--- config.mk ---
export PLATFORM = sky130hd
export DESIGN_NAME = mem_stage
export DESIGN_NICKNAME = d
export VERILOG_FILES = /design/src/rtl/cpu_defines.sv /design/src/rtl/mem_load_align.sv /design/src/rtl/mem_stage.sv
export SDC_FILE = /design/constraint.sdc
export NUM_CORES = 1
export LEC_CHECK = 0
export CORE_MARGIN = 3
export CORE_UTILIZATION = 40
export CTS_CLUSTER_DIAMETER = 60
export CTS_CLUSTER_SIZE = 20
export DETAILED_ROUTE_END_ITERATION = 16
export PLACE_DENSITY = 0.73
export SETUP_SLACK_MARGIN = 0.02
export SKIP_LAST_GASP = 1
export SYNTH_ARGS = -nofsm -noshare
export SYNTH_HDL_FRONTEND = slang
export SYNTH_HIERARCHICAL = 1
export SYNTH_SLANG_ARGS = --single-unit
--- constraint.sdc ---
create_clock -name clk -period 2.2 [get_ports clk]
set_input_delay 0.44 -clock clk [delete_from_list [all_inputs] [get_ports clk]]
set_output_delay 0.44 -clock clk [all_outputs]
set_load 0.02 [all_outputs]
--- src/rtl/cpu_defines.sv ---
// Shared decode constants, FSM encoding and bus-lane helpers for the memory stage.
package cpu_defines;

  localparam logic [6:0] INST_TYPE_LOAD  = 7'b0000011;
  localparam logic [6:0] INST_TYPE_STORE = 7'b0100011;

  localparam logic [2:0] INST_LB  = 3'b000;
  localparam logic [2:0] INST_LH  = 3'b001;
  localparam logic [2:0] INST_LW  = 3'b010;
  localparam logic [2:0] INST_LBU = 3'b100;
  localparam logic [2:0] INST_LHU = 3'b101;
  localparam logic [2:0] INST_SB  = 3'b000;
  localparam logic [2:0] INST_SH  = 3'b001;
  localparam logic [2:0] INST_SW  = 3'b010;

  typedef enum logic [1:0] {
    IDLE  = 2'd0,
    REQ   = 2'd1,
    WAIT  = 2'd2,
    DRAIN = 2'd3
  } mem_state_e;

  typedef enum logic [1:0] {
    SZ_BYTE = 2'd0,
    SZ_HALF = 2'd1,
    SZ_WORD = 2'd2
  } mem_size_e;

  typedef struct packed {
    logic        valid;
    logic        rd_en;
    logic [4:0]  rd_addr;
    logic [31:0] wdata;
    logic [31:0] pc;
    logic [31:0] inst;
    logic        bus_err;
  } wb_bundle_t;

  // funct3[1:0] alone selects the access width for both loads and stores.
  function automatic mem_size_e f3_size(input logic [2:0] f3);
    case (f3[1:0])
      2'b00:   return SZ_BYTE;
      2'b01:   return SZ_HALF;
      default: return SZ_WORD;
    endcase
  endfunction

  function automatic logic [1:0] align_lo(input mem_size_e sz, input logic [1:0] lo);
    case (sz)
      SZ_BYTE: return lo;
      SZ_HALF: return {lo[1], 1'b0};
      default: return 2'b00;
    endcase
  endfunction

  function automatic logic misaligned(input mem_size_e sz, input logic [1:0] lo);
    case (sz)
      SZ_BYTE: return 1'b0;
      SZ_HALF: return lo[0];
      default: return (lo != 2'b00);
    endcase
  endfunction

  function automatic logic [3:0] byte_en(input mem_size_e sz, input logic [1:0] lo);
    case (sz)
      SZ_BYTE: return 4'b0001 << lo;
      SZ_HALF: return 4'b0011 << {lo[1], 1'b0};
      default: return 4'b1111;
    endcase
  endfunction

  function automatic logic [31:0] lane_data(input mem_size_e sz, input logic [31:0] d);
    case (sz)
      SZ_BYTE: return {4{d[7:0]}};
      SZ_HALF: return {2{d[15:0]}};
      default: return d;
    endcase
  endfunction

endpackage

--- src/rtl/mem_load_align.sv ---
// Picks the addressed byte/half out of a read word and sign- or zero-extends it.
module mem_load_align
  import cpu_defines::*;
(
  input  logic [31:0] rdata_i,
  input  logic [1:0]  addr_lo_i,
  input  logic [2:0]  funct3_i,
  output logic [31:0] result_o
);

  logic [7:0]  byte_sel;
  logic [15:0] half_sel;

  always_comb begin
    case (addr_lo_i)
      2'd0:    byte_sel = rdata_i[7:0];
      2'd1:    byte_sel = rdata_i[15:8];
      2'd2:    byte_sel = rdata_i[23:16];
      default: byte_sel = rdata_i[31:24];
    endcase
    half_sel = addr_lo_i[1] ? rdata_i[31:16] : rdata_i[15:0];

    case (funct3_i)
      INST_LB:  result_o = {{24{byte_sel[7]}}, byte_sel};
      INST_LH:  result_o = {{16{half_sel[15]}}, half_sel};
      INST_LBU: result_o = {24'd0, byte_sel};
      INST_LHU: result_o = {16'd0, half_sel};
      default:  result_o = rdata_i;
    endcase
  end

endmodule

--- src/rtl/mem_stage.sv ---
// Memory-access pipeline stage: ALU passthrough plus load/store over a req/gnt/rvalid bus.
// Define MEM_MISALIGN_TRAP_EN to fault misaligned half/word accesses instead of masking the low bits.
module mem_stage
  import cpu_defines::*;
#(
  parameter int unsigned RESP_TIMEOUT = 255
) (
  input  logic        clk,
  input  logic        rst,
  input  logic        in_valid,
  output logic        in_ready,
  input  logic [31:0] in_result,
  input  logic [31:0] in_store_data,
  input  logic        in_rd_en,
  input  logic [4:0]  in_rd_addr,
  input  logic [31:0] in_pc,
  input  logic [31:0] in_inst,
  input  logic        flush,
  output logic        dbus_req,
  output logic        dbus_we,
  output logic [31:0] dbus_addr,
  output logic [3:0]  dbus_be,
  output logic [31:0] dbus_wdata,
  input  logic        dbus_gnt,
  input  logic        dbus_rvalid,
  input  logic [31:0] dbus_rdata,
  output logic        out_valid,
  output logic        out_rd_en,
  output logic [4:0]  out_rd_addr,
  output logic [31:0] out_wdata,
  output logic [31:0] out_pc,
  output logic [31:0] out_inst,
  output logic        out_bus_err,
  output logic        fwd_en,
  output logic [4:0]  fwd_addr,
  output logic [31:0] fwd_data
);

  localparam int unsigned CNT_W = (RESP_TIMEOUT > 1) ? $clog2(RESP_TIMEOUT) : 1;
  localparam logic [CNT_W-1:0] CNT_LAST = (RESP_TIMEOUT == 0) ? '0 : CNT_W'(RESP_TIMEOUT - 1);

  mem_state_e  state_q, state_d;
  logic [CNT_W-1:0] cnt_q, cnt_d;
  logic [2:0]  funct3_q, funct3_d;
  logic [1:0]  addr_lo_q, addr_lo_d;
  logic        is_store_q, is_store_d;
  logic        rd_en_q, rd_en_d;
  logic [4:0]  rd_addr_q, rd_addr_d;
  logic [31:0] pc_q, pc_d;
  logic [31:0] inst_q, inst_d;
  logic        bus_we_q, bus_we_d;
  logic [31:0] bus_addr_q, bus_addr_d;
  logic [3:0]  bus_be_q, bus_be_d;
  logic [31:0] bus_wdata_q, bus_wdata_d;
  wb_bundle_t  out_q, out_d;

  logic        is_ld, is_st, accept, in_rd_gated, trap;
  mem_size_e   in_size;
  logic [1:0]  in_lo;
  logic [31:0] load_data;

  assign is_ld       = (in_inst[6:0] == INST_TYPE_LOAD);
  assign is_st       = (in_inst[6:0] == INST_TYPE_STORE);
  assign in_ready    = (state_q == IDLE);
  assign accept      = in_valid & in_ready & ~flush;
  assign in_rd_gated = in_rd_en & (in_rd_addr != 5'd0);
  assign in_size     = f3_size(in_inst[14:12]);
  assign in_lo       = align_lo(in_size, in_result[1:0]);

`ifdef MEM_MISALIGN_TRAP_EN
  assign trap = (is_ld | is_st) & misaligned(in_size, in_result[1:0]);
`else
  assign trap = 1'b0;
`endif

  mem_load_align u_align (
    .rdata_i   (dbus_rdata),
    .addr_lo_i (addr_lo_q),
    .funct3_i  (funct3_q),
    .result_o  (load_data)
  );

  always_comb begin
    state_d     = state_q;
    cnt_d       = cnt_q;
    funct3_d    = funct3_q;
    addr_lo_d   = addr_lo_q;
    is_store_d  = is_store_q;
    rd_en_d     = rd_en_q;
    rd_addr_d   = rd_addr_q;
    pc_d        = pc_q;
    inst_d      = inst_q;
    bus_we_d    = bus_we_q;
    bus_addr_d  = bus_addr_q;
    bus_be_d    = bus_be_q;
    bus_wdata_d = bus_wdata_q;
    out_d       = out_q;
    out_d.valid = 1'b0;

    case (state_q)
      IDLE: begin
        cnt_d = '0;
        if (accept) begin
          if (trap) begin
            out_d = '{valid: 1'b1, rd_en: 1'b0, rd_addr: in_rd_addr, wdata: 32'd0,
                      pc: in_pc, inst: in_inst, bus_err: 1'b1};
          end else if (is_ld | is_st) begin
            state_d     = REQ;
            funct3_d    = in_inst[14:12];
            addr_lo_d   = in_lo;
            is_store_d  = is_st;
            rd_en_d     = is_ld & in_rd_gated;
            rd_addr_d   = in_rd_addr;
            pc_d        = in_pc;
            inst_d      = in_inst;
            bus_we_d    = is_st;
            bus_addr_d  = {in_result[31:2], 2'b00};
            bus_be_d    = byte_en(in_size, in_lo);
            bus_wdata_d = lane_data(in_size, in_store_data);
          end else begin
            out_d = '{valid: 1'b1, rd_en: in_rd_gated, rd_addr: in_rd_addr, wdata: in_result,
                      pc: in_pc, inst: in_inst, bus_err: 1'b0};
          end
        end
      end
      REQ: begin
        // Once granted the access is committed; a same-cycle flush only hides the result.
        if (dbus_gnt) begin
          if (is_store_q) begin
            state_d = IDLE;
            if (!flush) begin
              out_d = '{valid: 1'b1, rd_en: 1'b0, rd_addr: rd_addr_q, wdata: 32'd0,
                        pc: pc_q, inst: inst_q, bus_err: 1'b0};
            end
          end else begin
            state_d = flush ? DRAIN : WAIT;
            cnt_d   = '0;
          end
        end else if (flush) begin
          state_d = IDLE;
        end
      end
      WAIT: begin
        if (dbus_rvalid) begin
          state_d = IDLE;
          if (!flush) begin
            out_d = '{valid: 1'b1, rd_en: rd_en_q, rd_addr: rd_addr_q, wdata: load_data,
                      pc: pc_q, inst: inst_q, bus_err: 1'b0};
          end
        end else if (flush) begin
          state_d = DRAIN;
        end else if ((RESP_TIMEOUT != 0) && (cnt_q == CNT_LAST)) begin
          state_d = DRAIN;
          out_d = '{valid: 1'b1, rd_en: 1'b0, rd_addr: rd_addr_q, wdata: 32'd0,
                    pc: pc_q, inst: inst_q, bus_err: 1'b1};
        end else begin
          cnt_d = cnt_q + 1'b1;
        end
      end
      DRAIN: begin
        if (dbus_rvalid) state_d = IDLE;
      end
      default: state_d = IDLE;
    endcase
  end

  always_ff @(posedge clk) begin
    if (rst) begin
      state_q     <= IDLE;
      cnt_q       <= '0;
      funct3_q    <= '0;
      addr_lo_q   <= '0;
      is_store_q  <= 1'b0;
      rd_en_q     <= 1'b0;
      rd_addr_q   <= '0;
      pc_q        <= '0;
      inst_q      <= '0;
      bus_we_q    <= 1'b0;
      bus_addr_q  <= '0;
      bus_be_q    <= '0;
      bus_wdata_q <= '0;
      out_q       <= '0;
    end else begin
      state_q     <= state_d;
      cnt_q       <= cnt_d;
      funct3_q    <= funct3_d;
      addr_lo_q   <= addr_lo_d;
      is_store_q  <= is_store_d;
      rd_en_q     <= rd_en_d;
      rd_addr_q   <= rd_addr_d;
      pc_q        <= pc_d;
      inst_q      <= inst_d;
      bus_we_q    <= bus_we_d;
      bus_addr_q  <= bus_addr_d;
      bus_be_q    <= bus_be_d;
      bus_wdata_q <= bus_wdata_d;
      out_q       <= out_d;
    end
  end

  assign dbus_req    = (state_q == REQ);
  assign dbus_we     = bus_we_q;
  assign dbus_addr   = bus_addr_q;
  assign dbus_be     = bus_be_q;
  assign dbus_wdata  = bus_wdata_q;
  assign out_valid   = out_q.valid;
  assign out_rd_en   = out_q.rd_en;
  assign out_rd_addr = out_q.rd_addr;
  assign out_wdata   = out_q.wdata;
  assign out_pc      = out_q.pc;
  assign out_inst    = out_q.inst;
  assign out_bus_err = out_q.bus_err;
  assign fwd_en      = out_q.valid & out_q.rd_en;
  assign fwd_addr    = out_q.rd_addr;
  assign fwd_data    = out_q.wdata;

endmodule

-- Yosys cells after proc, flatten, opt, wreduce, memory -nomap -nowiden
Cells that the tools add are included.
- bits in registers: 256
- input bits: 172
- output and inout port bits: 213
- logic and storage cells: 101
- $add $sub $neg: 1
- equality and inequality tests: 27
- shifts and indexed selects: 2
- mux-type cells: 34
- bitwise logic cells: 7
- reduce and logical (&&, ||, !) cells: 11
- operators with widths (operator ; number):
    $mux 104 ; 9
    $pmux 104 s3 ; 1
    $pmux 32 s4 ; 1
    $pmux 32 s2 ; 1
    $pmux 8 s3 ; 2
    $mux 8 ; 5
    $mux 2 ; 9
    $mux 16 ; 1
    $ne 2x2->1 const B ; 7
    $add 8x1->8 const B ; 1
    $eq 2x1->1 const B ; 4
    $eq 8x8->1 const B ; 1
    $logic_not 2->1 ; 4
    $ne 2x1->1 const B ; 4
    $pmux 2 s2 ; 2
    $pmux 2 s4 ; 1
    $pmux 4 s2 ; 1
    $reduce_and 8->1 ; 1
    $eq 7x2->1 const B ; 1
    $eq 7x6->1 const B ; 1
    $eq 2x2->1 const B ; 3
    $eq 3x3->1 const B ; 2
    $reduce_and 6->1 ; 1
    $and 1x1->1 ; 5
    14 further kinds ; 14

-- Longest topological paths before layout
Gate-level depths: netlist (run 1).
- depth in word-level cells: 6
- gate-level depth with buffers: 8
- gate-level depth less buffers: 6

-- By module
The synthesis (run 1) kept the hierarchy.
- modules (own cells, without submodules) (module ; instances ; cells an instance ; area an instance (µm²)):
    mem_stage ; 1 ; 1306 ; 10726.5
    mem_load_align ; 1 ; 131 ; 723.2

-- Worst setup path after synthesis (run 1)
No wires, ideal clock.
- path kind: in2reg
- start point: input flush
- end point: register bus_addr_q[10], in the netlist dbus_addr[10]
- library setup time: 70 ps
- arrival time: 1776 ps
- path slack: 354 ps
- cell stages on the path: 8
- buffers on the path: 4
- cells stage by stage: buf_2 > or4b_4 > nor3_2 > buf_4 > buf_6 > buf_4 > nand2_1 > a21oi_1
- cells in the longest elaborated chain, start to end: 3
- ends and longest elaborated chain (what ; RTL line ; source):
    start, declared ; mem_stage.sv:18 ; input logic flush,
    $not 1->1 ; mem_stage.sv:65 ; assign accept = in_valid & in_ready & ~flush;
    $and 1x1->1 ; mem_stage.sv:65 ;
    $reduce_and 3->1 (no source line) ; n/a ;
    end signal, assigned ; mem_stage.sv:194 ; bus_addr_q <= bus_addr_d;
    end, declared ; mem_stage.sv:52 ; logic [31:0] bus_addr_q, bus_addr_d;
Every way passes these cells.
A chain may end at the register's enable or synchronous reset.

-- Worst setup path in the final report (run 1)
- start point: register out_q, in the netlist out_rd_en
- end point: output fwd_en
- cells in the longest elaborated chain, start to end: 1
- ends and longest elaborated chain (what ; RTL line ; source):
    start, declared ; mem_stage.sv:55 ; wb_bundle_t out_q, out_d;
    start signal, assigned ; mem_stage.sv:197 ; out_q <= out_d;
    $and 1x1->1 ; mem_stage.sv:213 ; assign fwd_en = out_q.valid & out_q.rd_en;
    end, declared ; mem_stage.sv:34 ; output logic fwd_en,
Every way passes these cells.

==> flow_metrics.py, run 1 <==
metrics = {
    "synth": {
        "syn_area_um2": 11400,
        "async_flop_share": 0,
        "synth_cells": 1437,
        "synth_edf_count": 0,
        "yosys-top-cells-count": "nand2_1 (340), dfxtp_1 (253), a21oi_1 (127)",
        "synth.distinct_cells": 52,
        "ys_seq_elements": 253,
        "ys_warn_count": 6,
        "synth.most_common_cell": "nand2_1",
        "syn_avg_cell_area_um2": 7.97,
        "synth_top_area_share": 0.442,
        "ys.flop_type": "dfxtp_1",
        "yosysTopAreaCell": "dfxtp_1",
        "yosysSeqAreaShare": 0.442,
        "synth_area_leaders": "dfxtp_1 (44%), nand2_1 (11%), a21oi_1 (5.6%)",
    },
    "pwr": {
        "peakVddDrop_v": 0.000526,
        "combPwrFrac": 0.139,
        "clkPwrFrac": 0.401,
        "p_seq_frac": 0.461,
        "swShare": 0.278,
        "powerDensity_nw_per_um2": 622,
        "switchingPower_mw": 2.87,
        "p_leak_nw": 5.59,
        "p_int_mw": 7.45,
        "total_power_mw": 10.3,
    },
    "clock_network": {
        "tritoncts": "yes",
        "clk_path_buf_depth": 3,
        "cts_sinks": 253,
        "htree_levels": 1,
        "cts_root_buffer": "clkbuf_16",
        "clk_pin_slew_worst_paths_ps": 70,
        "clkLatencyLatePin_ps": 540,
        "cts_made_buffers": 23,
    },
    "grt": {
        "grt_overflow": 0,
        "grt_max_degree": 188,
        "grtUsageMet3": 0.0554,
        "first_global_vias": 11400,
        "grtUsageMet2": 0.422,
        "top_usage_layer": "met2",
        "met1_usage": 0.319,
        "track_usage": 0.251,
        "grt_pass1_wl_mm": 63.2,
        "antenna_found_initial": 0,
    },
    "floorplanning": {
        "rows": 61,
        "core_um2": 28000,
        "die-area_um2": 30700,
        "fp.dieW_um": 175,
        "start_util": 0.409,
        "die_h_um": 175,
        "io_pins": 385,
    },
    "hold_path": {
        "min_to": "cnt_q[1]$_SDFFE_PP0P_",
        "hold_start": "rst",
        "hold_path.class": "in -> reg",
        "min_path_cells": 2,
    },
    "timing": {
        "fin_worst_skew_ps": 22.9,
        "period_minus_slack_ps": 2100,
        "max_slew_margin": 0.416,
        "fmax_ghz": 0.475,
        "finalHoldViolCount": 0,
        "holdWs_ps": 156,
        "setup_viol": 0,
        "grt_setup_unrepaired": "false",
        "tightest_slew_ps": 876,
        "period_share": 0.957,
        "maxSlewViolCount": 0,
    },
    "finish": {
        "drive_gt1_frac": 0.0831,
        "nFillCells": 2486,
        "diodes": 0,
        "layout.nets": 1940,
        "synthToLayoutAreaGrowth_pct": 44.9,
        "final_cells": 2159,
    },
    "critical_path": {
        "r2r_cells": 7,
        "timing.rr.end": "out_inst[8]$_SDFFE_PP0P_",
        "crit_fanout": 3,
        "startpoint_type": "flop",
        "required_ps": 1760,
        "worstPathArrival_ps": 1660,
        "r2r_start": "cnt_q[0]$_SDFFE_PP0P_",
        "endpoint_kind": "output port",
        "reg2reg_slack_ps": 200,
        "critical_path_class": "reg -> out",
    },
    "place": {
        "gp_congestion": 0.892,
        "hpwlAfterDp_mm": 29.0,
        "io_buffers": 382,
        "dp_cells": 2119,
    },
    "detailed_routing": {
        "drc": 0,
        "dr.pass1.iters": 5,
        "drt-initial-drc-count": 1177,
        "antenna_left": 0,
        "viasPerCell": 5.47,
        "vias": 11800,
        "wl_per_cell_um": 18.8,
        "wl_mm": 40.6,
    },
    "run": {
        "maxCapViolations": 0,
    },
    "status": {
        "status": "finished, final reports clean",
    },
}
through the flow:
step	utilization	worst slack [ps]	area (um2)	TNS, ps
2_1_floorplan	-	354	11500	0
3_3_place_gp	0.565	-502	15800	-54350
3_5_place_dp	0.565	-450	15800	-61770
4_1_cts	0.592	63.8	16600	0
5_1_grt	0.592	31.1	16600	0
6_report	0.592	95.4	16600	0
power groups by stage:
stage | combinational [mW] | clock, mW | sequential, mW
after global placement | 1.42 | 0 | 4.86
after floorplan | 0.489 | 0 | 4.96
final | 1.43 | 4.13 | 4.76
after CTS | 1.43 | 4.22 | 4.76
after detailed placement | 1.42 | 0 | 4.86
after global routing | 1.52 | 4.39 | 4.77
flip-flops by register name, summed over array words and instances, names as in the netlist, 4 cells and up:
name        count
cnt_q           8
dbus_addr      30
dbus_be         4
dbus_wdata     32
fwd_addr        5
fwd_data       32
inst_q         30
out_inst       32
out_pc         32
pc_q           32
rd_addr_q       5
what timing repair did:
item,CTS,global route
resized for setup,5,0
hold endpoints to repair,0,0
endpoints found under the setup margin,10,0
setup buffers,0,0
hold buffers,0,0
layer usage:
metal	wire length [um]	up-vias
met2	19300	552
met3	3500	83
met1	16400	5550
met5	0	-
li1	-	5626
met4	1430	0
worst max path at each step:
| stage | from | end | cells after the start |
|---|---|---|---|
| final | out_rd_en$_SDFFE_PP0P_ | fwd_en | 2 |
| after global routing | out_rd_en$_SDFFE_PP0P_ | fwd_en | 2 |
| after CTS | out_rd_en$_SDFFE_PP0P_ | fwd_en | 2 |
| after detailed placement | dbus_rdata[7] | fwd_data[15]$_SDFFE_PP0P_ | 7 |
| after global placement | dbus_rdata[7] | fwd_data[12]$_SDFFE_PP0P_ | 7 |
| after floorplan | flush | dbus_addr[10]$_SDFFE_PP0P_ | 8 |
logic make-up after synthesis:
logic type,after synthesis,share of synthesized area
buffers and inverters,242,0.103
adders and majority gates,2,0.00219
AOI/OAI and AO/OA,366,0.210
xor gates and xnor gates,2,0.00153
and+or+nand+nor,553,0.225
other,1,0.000328
DFF,253,0.442
muxes,18,0.0158
final cells by class:
cell class              instances  area, um2  share of cell area
clock inverters                16        191              0.0115
multi-input cells             943       5260               0.317
well taps                     378        473              0.0285
inverters                      74        278              0.0167
flip-flops and latches        253       5070               0.305
repair buffers                471       4740               0.286
clock buffers                  24        579              0.0349
cell usage in the layout (no fill, tap or decap), types with 3 or more instances in the layout:
cell type          n
nand2b_1          46
o31ai_1            4
nor2_1            32
mux2i_1           17
o22ai_1           33
a21oi_1          127
o21ai_1            5
clkdlybuf4s50_1  379
clkinv_8           4
nand2_1          339
o21ai_0           37
clkbuf_16         23
o211ai_1          15
o311ai_0          47
inv_12             3
buf_12            20
a221o_1            9
a311oi_1          10
buf_4             69
nor2b_1           22
or2_2              3
nand4_1           70
inv_1             74
or4_1              4
and2_1             3
dfxtp_1          251
inv_6              4
o311ai_1          19
or3_1              5
clkinv_4           3
o21bai_1           3
nor3b_1            5
a211oi_1           9
a22oi_1           39
nand3_1            8
worst max-delay path, stage by stage (launching register included):
cell             delay [ps]
dfxtp_2                 400
and2_1                  140
clkdlybuf4s50_1         590
(Power assumes the default switching activity.)
==> inputs of run 2 (changes only) <==
- CORE_ASPECT_RATIO: unset -> 1.5
- SETUP_SLACK_MARGIN: 0.02 -> unset
==> run 2 against run 1 <==
Compared with the run above: via count down 0.36%; critical endpoint unchanged; first-iteration DRC count down 34%; highest routed layer unchanged; worst setup slack worse by 18 ps; critical path depth unchanged; largest power group unchanged; global-route usage down 0.32 points; routed wire length down 0.23%.
==> flow_metrics.py, run 2 (synthesis gave the netlist of run 1 again) <==
metrics = {
    "pwr": {
        "peakVddDrop_v": 0.000620,
        "powerDensity_nw_per_um2": 569,
        "total_power_mw": 9.19,
        "p_leak_nw": 5.37,
    },
    "critical_path": {
        "endpoint_kind": "output port",
        "crit_path_top_delay_cell": "clkdlybuf4s50_1",
        "r2r_start": "addr_lo_q[0]$_SDFFE_PP0P_",
        "required_ps": 1760,
        "cp_num_buf_inv": 1,
        "crit_fanout": 3,
        "crit_chain": "and2_1, clkdlybuf4s50_1",
        "critical_path_class": "reg -> out",
        "startpoint": "out_rd_en$_SDFFE_PP0P_",
        "startpoint_type": "flop",
        "critPathTopFamily": "buffers and inverters",
        "cp_slowest_stage_delay_ps": 590,
        "worstPathArrival_ps": 1680,
    },
    "timing": {
        "setup_viol": 0,
        "finalHoldViolCount": 0,
        "period_share": 0.965,
        "fmax_ghz": 0.471,
        "grt_setup_unrepaired": "false",
        "tightest_slew_ps": 860,
        "fin_worst_skew_ps": 23.3,
        "max_slew_margin": 0.426,
        "period_minus_slack_ps": 2120,
        "maxSlewViolCount": 0,
    },
    "status": {
        "status": "finished, final reports clean",
    },
    "floorplanning": {
        "core_um2": 28100,
        "die_h_um": 213,
        "io_pins": 385,
        "rows": 75,
        "die-area_um2": 30700,
        "fp.dieW_um": 144,
        "start_util": 0.408,
    },
    "clock_network": {
        "clkLatencyLatePin_ps": 500,
        "cts_sinks": 253,
        "clk_pin_slew_worst_paths_ps": 80,
        "tritoncts": "yes",
        "clk_path_buf_depth": 3,
        "cts_root_buffer": "clkbuf_16",
        "cts_made_buffers": 17,
        "htree_levels": 1,
    },
    "finish": {
        "multi_input_area_um2": 5260,
        "final_cell_mix": "clkdlybuf4s50_1 (379), nand2_1 (339), dfxtp_1 (253), a21oi_1 (127), inv_1 (74)",
        "seq_area_um2": 5060,
        "drive_gt1_frac": 0.0662,
        "layout.nets": 1922,
        "synthToLayoutAreaGrowth_pct": 40.9,
        "final_common_cell": "clkdlybuf4s50_1",
        "postLayoutCoreUtil": 0.575,
        "nFillCells": 2575,
        "final_cells": 2099,
    },
    "detailed_routing": {
        "antenna_left": 0,
        "drc": 0,
        "drt-initial-drc-count": 774,
        "vias": 11800,
        "wl_per_cell_um": 19.3,
        "dr.pass1.iters": 5,
        "wl_mm": 40.5,
        "viasPerCell": 5.61,
    },
    "run": {
        "maxCapViolations": 0,
    },
    "grt": {
        "grt_max_degree": 183,
        "track_usage": 0.248,
        "antenna_found_initial": 1,
        "grt_overflow": 0,
        "grt_pass1_wl_mm": 61.7,
        "first_global_vias": 11400,
    },
    "place": {
        "io_buffers": 382,
        "dp_cells": 2075,
        "gp_congestion": 0.913,
        "hpwlAfterDp_mm": 29.0,
    },
    "hold_path": {
        "hold_start": "rst",
        "hold_path.class": "in -> reg",
    },
}
[run 2: cell types whose count changed in the layout (fill, tap and decap cells not counted), sizes merged]
cell	delta
diode	+1
clkbuf	-5
inv	-6
buf	-12
clkinv	-6
[run 2: layout make-up]
type | count | area share
antenna | 1 | 0.000155
clock buffer | 19 | 0.0268
clock inverter | 4 | 0.00202
inverter | 74 | 0.0172
multi-input combinational | 943 | 0.326
sequential | 253 | 0.314
tap | 346 | 0.0268
timing repair buffer | 459 | 0.287
[run 2: through the flow]
stage	cell area [um2]	TNS, ps	hold slack, ps	worst slack [ps]
2_1_floorplan	11500	0	427	354
3_3_place_gp	15700	-54910	437	-357
3_5_place_dp	15700	-60100	446	-393
4_1_cts	16100	0	169	29.8
5_1_grt	16100	0	165	3.02
6_report	16100	0	183	77.0
[run 2: power by group]
part           leakage (nW)  total [mW]  switching (mW)  internal [mW]
clock                 0.232        3.03            1.60           1.43
combinational          3.09        1.41           0.714          0.693
sequential             2.05        4.75          0.0738           4.68
[run 2: path summary, 6_finish.rpt]
check / end / slack (ps) / cells past startpoint
hold reg to reg: dbus_addr[14]$_SDFFE_PP0P_ / 460 / 2
setup / recovery: fwd_en / 80 / 2
hold / removal: state_q[1]$_SDFFE_PP0P_ / 180 / 2
setup reg to reg: fwd_data[22]$_SDFFE_PP0P_ / 160 / 7
[run 2: worst reg2reg max path, delay by kind of cell, from the launching register on]
family | cells | cell delay (ps)
simple gates | 2 | 720
compound gates | 4 | 610
flops | 1 | 450
buf+inv | 1 | 200
[run 2: timing repair]
action                                  CTS  global route
buffers inserted                          0             0
hold buffers                              0             0
pin swaps                                 0             1
cloned                                    0             0
endpoints found under the setup margin    2             8
gates resized for setup                   2             2
[run 2: per-layer routing]
| metal | vias to the layer above | part of all wire | global-route usage |
|---|---|---|---|
| li1 | 5583 | - | - |
| met1 | 5565 | 0.38 | 0.292 |
| met2 | 533 | 0.51 | 0.444 |
| met3 | 88 | 0.074 | 0.0446 |
| met4 | 0 | 0.038 | 0.0975 |
| met5 | - | 0 | 0 |
